## src/rtl/mips_ctrl_pkg.sv

```systemverilog
// Shared encodings for the multicycle MIPS control unit: opcodes, ALUOp codes,
// datapath mux selects and the FSM state enum.
package mips_ctrl_pkg;

    localparam logic [5:0] OP_RTYPE = 6'b000000;
    localparam logic [5:0] OP_LW    = 6'b100011;
    localparam logic [5:0] OP_SW    = 6'b101011;
    localparam logic [5:0] OP_BEQ   = 6'b000100;
    localparam logic [5:0] OP_ADDI  = 6'b001000;
    localparam logic [5:0] OP_ANDI  = 6'b001100;
    localparam logic [5:0] OP_ORI   = 6'b001101;
    localparam logic [5:0] OP_JAL   = 6'b000011;

    localparam logic [2:0] ALU_ADD   = 3'b000;
    localparam logic [2:0] ALU_SUB   = 3'b001;
    localparam logic [2:0] ALU_FUNCT = 3'b010;
    localparam logic [2:0] ALU_AND   = 3'b100;
    localparam logic [2:0] ALU_OR    = 3'b101;

    localparam logic [1:0] REGDST_RT  = 2'b00;
    localparam logic [1:0] REGDST_RD  = 2'b01;
    localparam logic [1:0] REGDST_R31 = 2'b10;

    localparam logic [1:0] M2R_ALUOUT = 2'b00;
    localparam logic [1:0] M2R_MDR    = 2'b01;
    localparam logic [1:0] M2R_PC     = 2'b10;

    localparam logic [1:0] SRCB_RT    = 2'b00;
    localparam logic [1:0] SRCB_FOUR  = 2'b01;
    localparam logic [1:0] SRCB_IMM   = 2'b10;
    localparam logic [1:0] SRCB_IMMSH = 2'b11;

    localparam logic [1:0] PCSRC_ALU    = 2'b00;
    localparam logic [1:0] PCSRC_ALUOUT = 2'b01;
    localparam logic [1:0] PCSRC_JUMP   = 2'b10;

    typedef enum logic [3:0] {
        S_RESET,
        S_FETCH,
        S_DECODE,
        S_MADDR,
        S_MRD,
        S_MWB,
        S_MWR,
        S_REXEC,
        S_RWB,
        S_BEQ,
        S_IEXEC,
        S_IWB,
        S_JAL,
        S_TRAP
    } state_t;

endpackage

```

## src/rtl/mcu_output_decode.sv

```systemverilog
// Combinational state -> control-word decoder. Memory-completion strobes are gated
// by mem_ready; illegal_op is only driven in ILLEGAL_OP_TRAP_EN builds.
module mcu_output_decode
    import mips_ctrl_pkg::*;
#(
    parameter int ALUOP_W = 3
) (
    input  state_t             state,
    input  logic               mem_ready,
    input  logic               decode_nop,
    input  logic [ALUOP_W-1:0] imm_aluop,
    output logic               PCWrite,
    output logic               PCWriteCond,
    output logic               IorD,
    output logic               MemRead,
    output logic               MemWrite,
    output logic               IRWrite,
    output logic [1:0]         RegDst,
    output logic [1:0]         MemToReg,
    output logic               RegWrite,
    output logic               ALUSrcA,
    output logic [1:0]         ALUSrcB,
    output logic [ALUOP_W-1:0] ALUOp,
    output logic [1:0]         PCSource,
    output logic               instr_done,
    output logic               illegal_op
);

    always_comb begin
        PCWrite     = 1'b0;
        PCWriteCond = 1'b0;
        IorD        = 1'b0;
        MemRead     = 1'b0;
        MemWrite    = 1'b0;
        IRWrite     = 1'b0;
        RegDst      = REGDST_RT;
        MemToReg    = M2R_ALUOUT;
        RegWrite    = 1'b0;
        ALUSrcA     = 1'b0;
        ALUSrcB     = SRCB_RT;
        ALUOp       = ALUOP_W'(ALU_ADD);
        PCSource    = PCSRC_ALU;
        instr_done  = 1'b0;
        illegal_op  = 1'b0;
        case (state)
            S_FETCH: begin
                MemRead = 1'b1;
                ALUSrcB = SRCB_FOUR;
                IRWrite = mem_ready;
                PCWrite = mem_ready;
            end
            S_DECODE: begin
                ALUSrcB    = SRCB_IMMSH;
                instr_done = decode_nop;
            end
            S_MADDR: begin
                ALUSrcA = 1'b1;
                ALUSrcB = SRCB_IMM;
            end
            S_MRD: begin
                MemRead = 1'b1;
                IorD    = 1'b1;
            end
            S_MWB: begin
                MemToReg   = M2R_MDR;
                RegWrite   = 1'b1;
                instr_done = 1'b1;
            end
            S_MWR: begin
                MemWrite   = 1'b1;
                IorD       = 1'b1;
                instr_done = mem_ready;
            end
            S_REXEC: begin
                ALUSrcA = 1'b1;
                ALUOp   = ALUOP_W'(ALU_FUNCT);
            end
            S_RWB: begin
                RegDst     = REGDST_RD;
                RegWrite   = 1'b1;
                instr_done = 1'b1;
            end
            S_BEQ: begin
                ALUSrcA     = 1'b1;
                ALUOp       = ALUOP_W'(ALU_SUB);
                PCWriteCond = 1'b1;
                PCSource    = PCSRC_ALUOUT;
                instr_done  = 1'b1;
            end
            S_IEXEC: begin
                ALUSrcA = 1'b1;
                ALUSrcB = SRCB_IMM;
                ALUOp   = imm_aluop;
            end
            S_IWB: begin
                RegWrite   = 1'b1;
                instr_done = 1'b1;
            end
            // $31 gets the PC already advanced by FETCH, i.e. PC+4
            S_JAL: begin
                RegDst     = REGDST_R31;
                MemToReg   = M2R_PC;
                RegWrite   = 1'b1;
                PCSource   = PCSRC_JUMP;
                PCWrite    = 1'b1;
                instr_done = 1'b1;
            end
`ifdef ILLEGAL_OP_TRAP_EN
            S_TRAP: illegal_op = 1'b1;
`endif
            default: ;
        endcase
    end

endmodule

```

## src/rtl/multicycle_control_unit.sv

```systemverilog
// Multicycle MIPS control FSM: state register, next-state logic and decode-time
// operand registers. Build with ILLEGAL_OP_TRAP_EN to trap unknown opcodes.
module multicycle_control_unit
    import mips_ctrl_pkg::*;
#(
    parameter int OPCODE_W = 6,
    parameter int ALUOP_W  = 3
) (
    input  logic                clk,
    input  logic                rst_n,
    input  logic [OPCODE_W-1:0] opcode,
    input  logic                mem_ready,
    output logic                PCWrite,
    output logic                PCWriteCond,
    output logic                IorD,
    output logic                MemRead,
    output logic                MemWrite,
    output logic                IRWrite,
    output logic [1:0]          RegDst,
    output logic [1:0]          MemToReg,
    output logic                RegWrite,
    output logic                ALUSrcA,
    output logic [1:0]          ALUSrcB,
    output logic [ALUOP_W-1:0]  ALUOp,
    output logic [1:0]          PCSource,
    output logic                instr_done,
    output logic                illegal_op
);

    state_t             state, state_nxt;
    logic               mem_is_store, mem_is_store_nxt;
    logic [ALUOP_W-1:0] imm_aluop, imm_aluop_nxt;
    logic               decode_nop;

    always_ff @(posedge clk or negedge rst_n) begin
        if (!rst_n) begin
            state        <= S_RESET;
            mem_is_store <= 1'b0;
            imm_aluop    <= '0;
        end else begin
            state        <= state_nxt;
            mem_is_store <= mem_is_store_nxt;
            imm_aluop    <= imm_aluop_nxt;
        end
    end

    always_comb begin
        state_nxt        = state;
        mem_is_store_nxt = mem_is_store;
        imm_aluop_nxt    = imm_aluop;
        decode_nop       = 1'b0;
        case (state)
            S_RESET:  state_nxt = S_FETCH;
            S_FETCH:  if (mem_ready) state_nxt = S_DECODE;
            // opcode is only trusted here; anything later needs it latched
            S_DECODE: begin
                case (opcode)
                    OPCODE_W'(OP_LW): begin
                        state_nxt        = S_MADDR;
                        mem_is_store_nxt = 1'b0;
                    end
                    OPCODE_W'(OP_SW): begin
                        state_nxt        = S_MADDR;
                        mem_is_store_nxt = 1'b1;
                    end
                    OPCODE_W'(OP_RTYPE): state_nxt = S_REXEC;
                    OPCODE_W'(OP_BEQ):   state_nxt = S_BEQ;
                    OPCODE_W'(OP_ADDI): begin
                        state_nxt     = S_IEXEC;
                        imm_aluop_nxt = ALUOP_W'(ALU_ADD);
                    end
                    OPCODE_W'(OP_ANDI): begin
                        state_nxt     = S_IEXEC;
                        imm_aluop_nxt = ALUOP_W'(ALU_AND);
                    end
                    OPCODE_W'(OP_ORI): begin
                        state_nxt     = S_IEXEC;
                        imm_aluop_nxt = ALUOP_W'(ALU_OR);
                    end
                    OPCODE_W'(OP_JAL):   state_nxt = S_JAL;
                    default: begin
`ifdef ILLEGAL_OP_TRAP_EN
                        state_nxt = S_TRAP;
`else
                        state_nxt  = S_FETCH;
                        decode_nop = 1'b1;
`endif
                    end
                endcase
            end
            S_MADDR:  state_nxt = mem_is_store ? S_MWR : S_MRD;
            S_MRD:    if (mem_ready) state_nxt = S_MWB;
            S_MWB:    state_nxt = S_FETCH;
            S_MWR:    if (mem_ready) state_nxt = S_FETCH;
            S_REXEC:  state_nxt = S_RWB;
            S_RWB:    state_nxt = S_FETCH;
            S_BEQ:    state_nxt = S_FETCH;
            S_IEXEC:  state_nxt = S_IWB;
            S_IWB:    state_nxt = S_FETCH;
            S_JAL:    state_nxt = S_FETCH;
            S_TRAP:   state_nxt = S_TRAP;
            default:  state_nxt = S_RESET;
        endcase
    end

    mcu_output_decode #(
        .ALUOP_W(ALUOP_W)
    ) u_decode (
        .state       (state),
        .mem_ready   (mem_ready),
        .decode_nop  (decode_nop),
        .imm_aluop   (imm_aluop),
        .PCWrite     (PCWrite),
        .PCWriteCond (PCWriteCond),
        .IorD        (IorD),
        .MemRead     (MemRead),
        .MemWrite    (MemWrite),
        .IRWrite     (IRWrite),
        .RegDst      (RegDst),
        .MemToReg    (MemToReg),
        .RegWrite    (RegWrite),
        .ALUSrcA     (ALUSrcA),
        .ALUSrcB     (ALUSrcB),
        .ALUOp       (ALUOp),
        .PCSource    (PCSource),
        .instr_done  (instr_done),
        .illegal_op  (illegal_op)
    );

endmodule

```

## config.mk

```make
export PLATFORM = sky130hd
export DESIGN_NAME = multicycle_control_unit
export DESIGN_NICKNAME = d
export VERILOG_FILES = /design/src/rtl/mips_ctrl_pkg.sv /design/src/rtl/mcu_output_decode.sv /design/src/rtl/multicycle_control_unit.sv
export SDC_FILE = /design/constraint.sdc
export NUM_CORES = 1
export LEC_CHECK = 0
export CAP_MARGIN = 20
export CORE_ASPECT_RATIO = 0.8
export CORE_MARGIN = 4
export CORE_UTILIZATION = 30
export CTS_CLUSTER_DIAMETER = 50
export DETAILED_ROUTE_END_ITERATION = 16
export PLACE_DENSITY = 0.61
export SKIP_CTS_REPAIR_TIMING = 1
export SYNTH_ARGS = -nofsm -noshare
export SYNTH_HDL_FRONTEND = slang
export SYNTH_SLANG_ARGS = --single-unit
```

## constraint.sdc

```tcl
create_clock -name clk -period 1.55 [get_ports clk]
set_input_delay 0.31 -clock clk [delete_from_list [all_inputs] [get_ports clk]]
set_output_delay 0.31 -clock clk [all_outputs]
set_load 0.02 [all_outputs]
```

==> results.cfg, run 1 <==
[run_status]
outcome = finished with violations
violations = negative setup slack

[sta]
fin_tns_setup_ns = -3.25
fin_skew_ns = 0.00525
period_minus_slack_ns = 1.89
rsz0062_at_grt = true
fin_crit_sh = 1.22
setup_viol = 22
setup_slack_ns = -0.340
hold_viol = 0
fmax_ghz = 0.529
slew_violations = 0

[synth]
ys.flop_type = dfrtp_1
synth_nets = 120
synth_top_area_cell = dfrtp_1
seq_area_frac_synth = 0.218
syn_avg_cell_area_um2 = 7.25
synth_top_cell_area_share = 0.218
synth_edf_count = 0
synth_area_leaders = dfrtp_1 (22%), nor2_1 (5.6%), nand2_1 (5.1%)
synthCells = 111
netlist_area_um2 = 805
synthDistinctLibCells = 42
async_flop_share = 1.00
ys_ff_latch = 7
yosysWarnings = 0

[floorplan]
die_h_um = 54.3
die_area_um2 = 3580
coreArea_um2 = 2500
die_w_um = 65.9
rows = 16
start_util = 0.322
pin_count = 30

[critical_path]
cp.buffers_inverters = 2
crit_family = flip-flops
cpMaxStageDelayCell = dfrtp_2
cp_slowest_stage_delay_ns = 0.46
cp_data_required_time_ns = 1.24
arrival_ns = 1.58
path_cells = buf_6 -> and3_4 -> a211oi_4 -> o41ai_4 -> buf_4
crit_path_start = state[3]
end_kind = output pin
cp-start-kind = flip-flop
path_max_fanout = 8
path_class = flip-flop to output pin
reg2reg_from = state[2]

[power]
leakagePower_nw = 0.775
power.density_nw_per_um2 = 1540
ir_drop_mv = 0.879
fin_total_pwr_mw = 2.48

[cts]
clk_latency_ns = 0.26
cts_buffers = 3
cts.sinks = 7
cts-root-buf = clkbuf_4
path_clk_slew_ns = 0.06
h-tree-depth = 1
cts_tree = built
clk_path_buf_depth = 2

[placed_design]
port_buffers = 28
hpwl_um = 2330
gp_congestion = 0.882
place_ws_ns = -1.01

[global_routing]
grtUsageTotal = 0.171
grt_pass1_wl_um = 4640
grt_overflow_total = 0
antenna_found_initial = 0
grt_start_max_net_pins = 12
grt_pass1_vias = 989

[detailed_routing]
met2_length_um = 1640
ant_nets = 0
topRoutingLayerUsed = met4
drtIter0Drc = 40
drt-vias-per-instance = 5.08
drc = 0
first_pass_iters = 4
wire_per_inst_um = 14.8
wl_met1_um = 1400
wirelength_um = 3190
wl_met3_um = 146
vias = 1092

[final_layout]
synthToLayoutAreaGrowth_pct = 100
layout-drive-gt1-share = 0.603
nets = 189
fillers = 219
antennaDiodeCount = 0
fin_util = 0.645

[worst_hold_path]
hold_class = input port to asynchronous set/reset pin

[run]
maxCapViolCount = 0
==> path summary, 6_finish.rpt <==
kind / to / slack (ns) / cells past startpoint
max reg2reg: state[1] / -0.02 / 5
min reg2reg: imm_aluop[0] / 0.53 / 2
max: instr_done / -0.34 / 5
max in group asynchronous: state[3] / 0.93 / 1
min in group clk: mem_is_store / 0.53 / 3
min: state[1] / 0.33 / 1
==> Yosys cell counts, types with 2 or more instances <==
master / number
nor2_1: 12
inv_1: 5
nand4_1: 2
buf_2: 6
nor3_1: 7
a211oi_1: 2
nand3_1: 2
a21oi_1: 7
o21ai_1: 2
o21ai_0: 5
nand2b_1: 4
and3_1: 2
xnor2_1: 2
dfrtp_1: 7
nand2_1: 11
a31oi_1: 3
buf_4: 4
nor2b_1: 4
==> state kept, by name (all words and copies together), names as in the netlist <==
register,flops
mem_is_store,1
state,4
imm_aluop,2
==> cells by family (layout without fill, tap and decap cells) <==
logic type | Yosys count | after routing | synth area share
mux | 2 | 2 | 0.0264
xor+xnor | 3 | 3 | 0.0327
buf+inv | 15 | 83 | 0.0980
compound gates | 29 | 29 | 0.240
other cells | 1 | 1 | 0.00466
flops | 7 | 7 | 0.218
simple gates | 54 | 54 | 0.381
==> report_power, final <==
part,switching (mW),internal [mW]
clock network,0.0798,0.0991
logic,0.973,0.979
registers,0.0991,0.254
==> area by class of cell <==
type                       count  area (µm²)  share of cell area
clock buffer                   4        26.3              0.0163
inverter                       5        21.3              0.0132
tap                           36        45.0              0.0279
sequential                     7         180               0.112
multi-input combinational     89         719               0.446
timing repair buffer          74         621               0.385
==> per-layer routing <==
metal | up-vias | GRT usage
met1 | 535 | 0.235
met2 | 24 | 0.266
met5 | - | 0
met3 | 2 | 0.0513
li1 | 531 | -
met4 | 0 | 0.0345
==> worst reg2reg max path, cell delays in order (launching register included) <==
cell and delay (ns):
dfrtp_2 0.46, buf_4 0.17, buf_4 0.16, or4_1 0.51, o21ai_2 0.09, a211oi_2 0.08
==> through the flow <==
step                      instances  area [µm²]  hold WS (ns)
after detailed placement        201        1400         0.524
after floorplan                 111         873        0.0144
final                           215        1610         0.327
after CTS                       205        1430         0.332
after global routing            215        1610         0.337
after global placement          201        1400         0.510
==> layout by cell type, fill, tap and decap left out, types with 2 or more instances in the layout <==
| cell type | count |
|---|---|
| inv_1 | 4 |
| nor2_2 | 2 |
| nand2_4 | 3 |
| o21ai_0 | 3 |
| o21ai_1 | 3 |
| nand3_1 | 2 |
| a21oi_1 | 5 |
| nand2b_1 | 4 |
| nand4_1 | 2 |
| a31oi_1 | 3 |
| nor2_4 | 2 |
| nand2_2 | 2 |
| nor3_4 | 2 |
| clkbuf_2 | 4 |
| clkdlybuf4s50_1 | 2 |
| dlymetal6s2s_1 | 5 |
| a21oi_2 | 2 |
| nor2b_1 | 2 |
| buf_6 | 12 |
| clkbuf_4 | 3 |
| nor3_2 | 5 |
| buf_4 | 51 |
| dfrtp_2 | 4 |
| and3_4 | 2 |
| or2_4 | 2 |
| nor2_1 | 8 |
| nand2_1 | 6 |
| xnor2_1 | 2 |
| dfrtp_1 | 3 |
No activity file was read; power rests on OpenSTA's default activity.
==> run 2: changes to the inputs <==
--- a/config.mk
+++ b/config.mk
@@ -12,6 +12,8 @@
 export CTS_CLUSTER_DIAMETER = 50
 export DETAILED_ROUTE_END_ITERATION = 16
 export PLACE_DENSITY = 0.61
+export REMOVE_ABC_BUFFERS = 1
+export SETUP_SLACK_MARGIN = 0.15
 export SKIP_CTS_REPAIR_TIMING = 1
 export SYNTH_ARGS = -nofsm -noshare
 export SYNTH_HDL_FRONTEND = slang
==> run 2 against run 1 <==
- the flow still finishes with violations (negative setup slack)
- final cell count rose by 2.3%
- total power rose by 0.12%
- combinational power rose by 3%
- clock skew fell by 0.0013 ns
- clock power barely moved
- sequential cell count did not move
- maximum frequency rose by 1.0%
- via count fell by 1.9%
- global-route usage fell by 1.1 points
- largest power group unchanged
==> results.cfg, run 2 (synthesis gave the netlist of run 1 again) <==
[floorplan]
pin_count = 30
die_w_um = 65.9
rows = 16
start_util = 0.322
die_area_um2 = 3580
coreArea_um2 = 2500
die_h_um = 54.3

[final_layout]
final_area_um2 = 1650
final_cell_mix = buf_4 (46), buf_6 (23), nor2_1 (8), nand2_1 (8)
nets = 194
top_regs = state (4), imm_aluop (2), mem_is_store (1)
regMostFlops = state
multi_input_area_um2 = 687
layout_commonest_cell = buf_4
antennaDiodeCount = 0
layout-drive-gt1-share = 0.592
seq_area_um2 = 176
largest_register_ffs = 4
synthToLayoutAreaGrowth_pct = 105
fillers = 215

[critical_path]
r2r_slack_ns = 0.03
path_max_fanout = 5
arrival_ns = 1.56
cp_data_required_time_ns = 1.24
reg2reg_from = state[1]
rr_endpoint = state[1]
end_kind = output pin
path_class = flip-flop to output pin
cp-start-kind = flip-flop
endpoint = instr_done
crit_path_start = state[2]
ff2ff_path_depth = 5

[sta]
hold_viol = 0
slew_violations = 0
whs_ns = 0.293
fmax_ghz = 0.535
fin_crit_sh = 1.21
setup_viol = 20
period_minus_slack_ns = 1.87
fin_skew_ns = 0.00394
rsz0062_at_grt = true
setup_slack_ns = -0.321
fin_tns_setup_ns = -2.92

[power]
fin_total_pwr_mw = 2.49
ir_drop_mv = 0.854
power.density_nw_per_um2 = 1510
leakagePower_nw = 0.791

[detailed_routing]
wirelength_um = 3070
drtIter0Drc = 26
first_pass_iters = 4
vias = 1071
drc = 0
ant_nets = 0
drt-vias-per-instance = 4.87
wire_per_inst_um = 13.9

[cts]
cts.sinks = 7
clk_path_buf_depth = 2
cts_tree = built
clk_latency_ns = 0.27
path_clk_slew_ns = 0.06
h-tree-depth = 1
cts_buffers = 3
cts-root-buf = clkbuf_4

[placed_design]
port_buffers = 28
place_ws_ns = -0.995
hpwl_um = 2300
gp_congestion = 0.900
placed_cell_area_um2 = 1400

[global_routing]
antenna_found_initial = 0
grt_start_max_net_pins = 12
grtUsageTotal = 0.160
grt_pass1_vias = 938
grt_overflow_total = 0
grt_pass1_wl_um = 4270

[worst_hold_path]
hold_class = input port to asynchronous set/reset pin

[run_status]
violations = negative setup slack
outcome = finished with violations

[run]
maxCapViolCount = 0
==> run 2: changes by cell type in the layout (fill, tap and decap cells not counted), moves of 3 or more <==
cell	change
buf_4	-5
dfrtp_2	-3
dfrtp_1	+3
buf_6	+11
nor3_2	-3
==> run 2: report_power, final <==
group	switching [mW]	internal [mW]
clock	0.0841	0.0952
combinational	1.00	1.00
sequential	0.0553	0.248
total	1.14	1.35
==> run 2: metal layers <==
metal	up-vias	part of all wire	track usage	wire, µm
met1	490	0.44	0.218	1350
met5	-	0	0	0
met2	34	0.49	0.260	1510
met3	5	0.057	0.0246	174
li1	542	-	-	-
met4	0	0.0088	0.0517	27
==> run 2: worst max-delay path: stages, from the launching register on <==
cell and delay (ns):
dfrtp_2 0.45, buf_6 0.15, nand3b_1 0.10, a21oi_2 0.07, a211oi_2 0.24, o41ai_2 0.12, buf_4 0.17
==> run 2: cell type report <==
type,instances,share of cell area
Timing Repair Buffer,79,0.420
Multi-Input combinational cell,89,0.416
Sequential cell,7,0.107
Tap cell,36,0.0273
Clock buffer,3,0.0136
Inverter,5,0.0129
Clock inverter,1,0.00303
==> run 2: worst min-delay path by stage <==
stage,startpoint,endpoint,slack (ns),cells past startpoint
CTS,rst_n,imm_aluop[0],0.30,1
global route,rst_n,imm_aluop[2],0.31,1
floorplan,rst_n,imm_aluop[0],0.01,0
global placement,imm_aluop[0],imm_aluop[0],0.52,2
detailed placement,imm_aluop[0],imm_aluop[0],0.52,2
finish,rst_n,imm_aluop[2],0.29,1
==> run 2: per-stage QoR <==
| stage | instances | util |
|---|---|---|
| after floorplan | 101 | - |
| after global placement | 209 | 0.560 |
| after detailed placement | 209 | 0.560 |
| after CTS | 213 | 0.571 |
| after global routing | 220 | 0.660 |
| final | 220 | 0.660 |
==> run 3: changes to the inputs <==
--- a/config.mk
+++ b/config.mk
@@ -6,7 +6,7 @@
 export NUM_CORES = 1
 export LEC_CHECK = 0
 export CAP_MARGIN = 20
-export CORE_ASPECT_RATIO = 0.8
+export CORE_ASPECT_RATIO = 0.7
 export CORE_MARGIN = 4
 export CORE_UTILIZATION = 30
 export CTS_CLUSTER_DIAMETER = 50
==> run 3 against run 2 <==
- the run still ends with negative setup slack left
- wire length increased by 14%
- sequential share of layout area decreased by 0.48 points
- via count increased by 5.8%
- sequential cell count unchanged
- combinational power increased by 13%
- global-route usage decreased by 0.42 points
- highest routed layer unchanged
- hold slack improved by 0.045 ns
- sequential power increased by 2%
- worst setup slack improved by 0.014 ns
- critical path depth unchanged
- core utilization increased by 2.8 points
==> results.cfg, run 3 (synthesis gave the netlist of run 1 again) <==
[sta]
hold_viol = 0
fmax_ghz = 0.539
setup_slack_ns = -0.307
fin_crit_sh = 1.20
fin_skew_ns = 0.00447
rsz0062_at_grt = true
slew_violations = 0
setup_viol = 20
period_minus_slack_ns = 1.86
whs_ns = 0.338

[critical_path]
cp_data_required_time_ns = 1.24
end_kind = output pin
path_class = flip-flop to output pin
path_max_fanout = 7
arrival_ns = 1.55
cp-start-kind = flip-flop

[global_routing]
antenna_found_initial = 0
grt_start_max_net_pins = 10
grtUsageTotal = 0.156
grt_pass1_wl_um = 4330
grt_pass1_vias = 925
grt_overflow_total = 0

[placed_design]
port_buffers = 28
gp_congestion = 0.915
hpwl_um = 2250

[final_layout]
synthToLayoutAreaGrowth_pct = 115
layout-drive-gt1-share = 0.603
regMostFlops = state
layout_commonest_cell = buf_4
largest_register_ffs = 4
top_regs = state (4), imm_aluop (2), mem_is_store (1)
nets = 194
fillers = 187
antennaDiodeCount = 0
final_cell_mix = buf_4 (44), buf_6 (24), nor2_1 (7)

[floorplan]
coreArea_um2 = 2510
pin_count = 30
die_h_um = 51.3
die_w_um = 69.9
rows = 15
die_area_um2 = 3590
start_util = 0.320

[detailed_routing]
wirelength_um = 3500
drt-vias-per-instance = 5.20
topRoutingLayerUsed = met4
wl_met1_um = 1530
drc = 0
wire_per_inst_um = 16.1
vias = 1133
ant_nets = 0
wl_met3_um = 242
first_pass_iters = 4
met2_length_um = 1680
drtIter0Drc = 119

[cts]
clk_path_buf_depth = 2
cts_buffers = 3
cts.sinks = 7
cts_tree = built
path_clk_slew_ns = 0.04
cts-root-buf = clkbuf_8
h-tree-depth = 1
clk_latency_ns = 0.23

[power]
fin_total_pwr_mw = 2.82
power.density_nw_per_um2 = 1630
leakagePower_nw = 0.838
ir_drop_mv = 0.835

[run_status]
outcome = finished with violations
violations = negative setup slack

[run]
maxCapViolCount = 0

[worst_hold_path]
hold_class = input port to asynchronous set/reset pin
[run 3: layout make-up]
type / instances / area [µm²] / share of cell area
repair buffers: 79 / 726 / 0.420
multi-input cells: 89 / 718 / 0.415
flip-flops and latches: 7 / 176 / 0.102
clock buffers: 4 / 45.0 / 0.0260
well taps: 34 / 42.5 / 0.0246
inverters: 5 / 21.3 / 0.0123
[run 3: critical path: stages, from the launching register on]
cell	delay (ns)
dfrtp_1	0.40
buf_6	0.15
buf_6	0.11
and3_4	0.14
a211oi_2	0.24
o41ai_2	0.11
buf_4	0.17
[run 3: stage by stage]
step | instance area (µm²) | utilization | cells | setup WS (ns) | setup TNS, ns
finish | 1730 | 0.688 | 218 | -0.307 | -2.23
global route | 1730 | 0.688 | 218 | -0.372 | -3.38
CTS | 1390 | 0.553 | 204 | -1.05 | -12.94
detailed placement | 1350 | 0.535 | 200 | -1.02 | -9.77
global placement | 1350 | 0.535 | 200 | -0.997 | -8.93
floorplan | 744 | - | 101 | -0.701 | -3.29
[run 3: path summary, 6_finish.rpt]
| kind | startpoint | end | slack (ns) | depth (start not counted) |
|---|---|---|---|---|
| max | state[0] | instr_done | -0.31 | 6 |
| max reg2reg | state[0] | state[1] | -0.11 | 8 |
| min | rst_n | state[1] | 0.34 | 1 |
| max in group asynchronous | rst_n | state[2] | 0.96 | 1 |
| min in group clk | opcode[3] | mem_is_store | 0.53 | 3 |
| min reg2reg | imm_aluop[0] | imm_aluop[0] | 0.55 | 2 |
[run 3: where the power goes]
part | switching [mW] | internal [mW] | total, mW
combinational | 1.15 | 1.11 | 2.26
sequential | 0.0594 | 0.249 | 0.309
clock | 0.0760 | 0.178 | 0.254
[run 3: metal layers]
layer	vias up	global-route usage
li1	540	-
met5	-	0
met3	6	0.0413
met2	52	0.245
met4	0	0.0382
met1	535	0.213
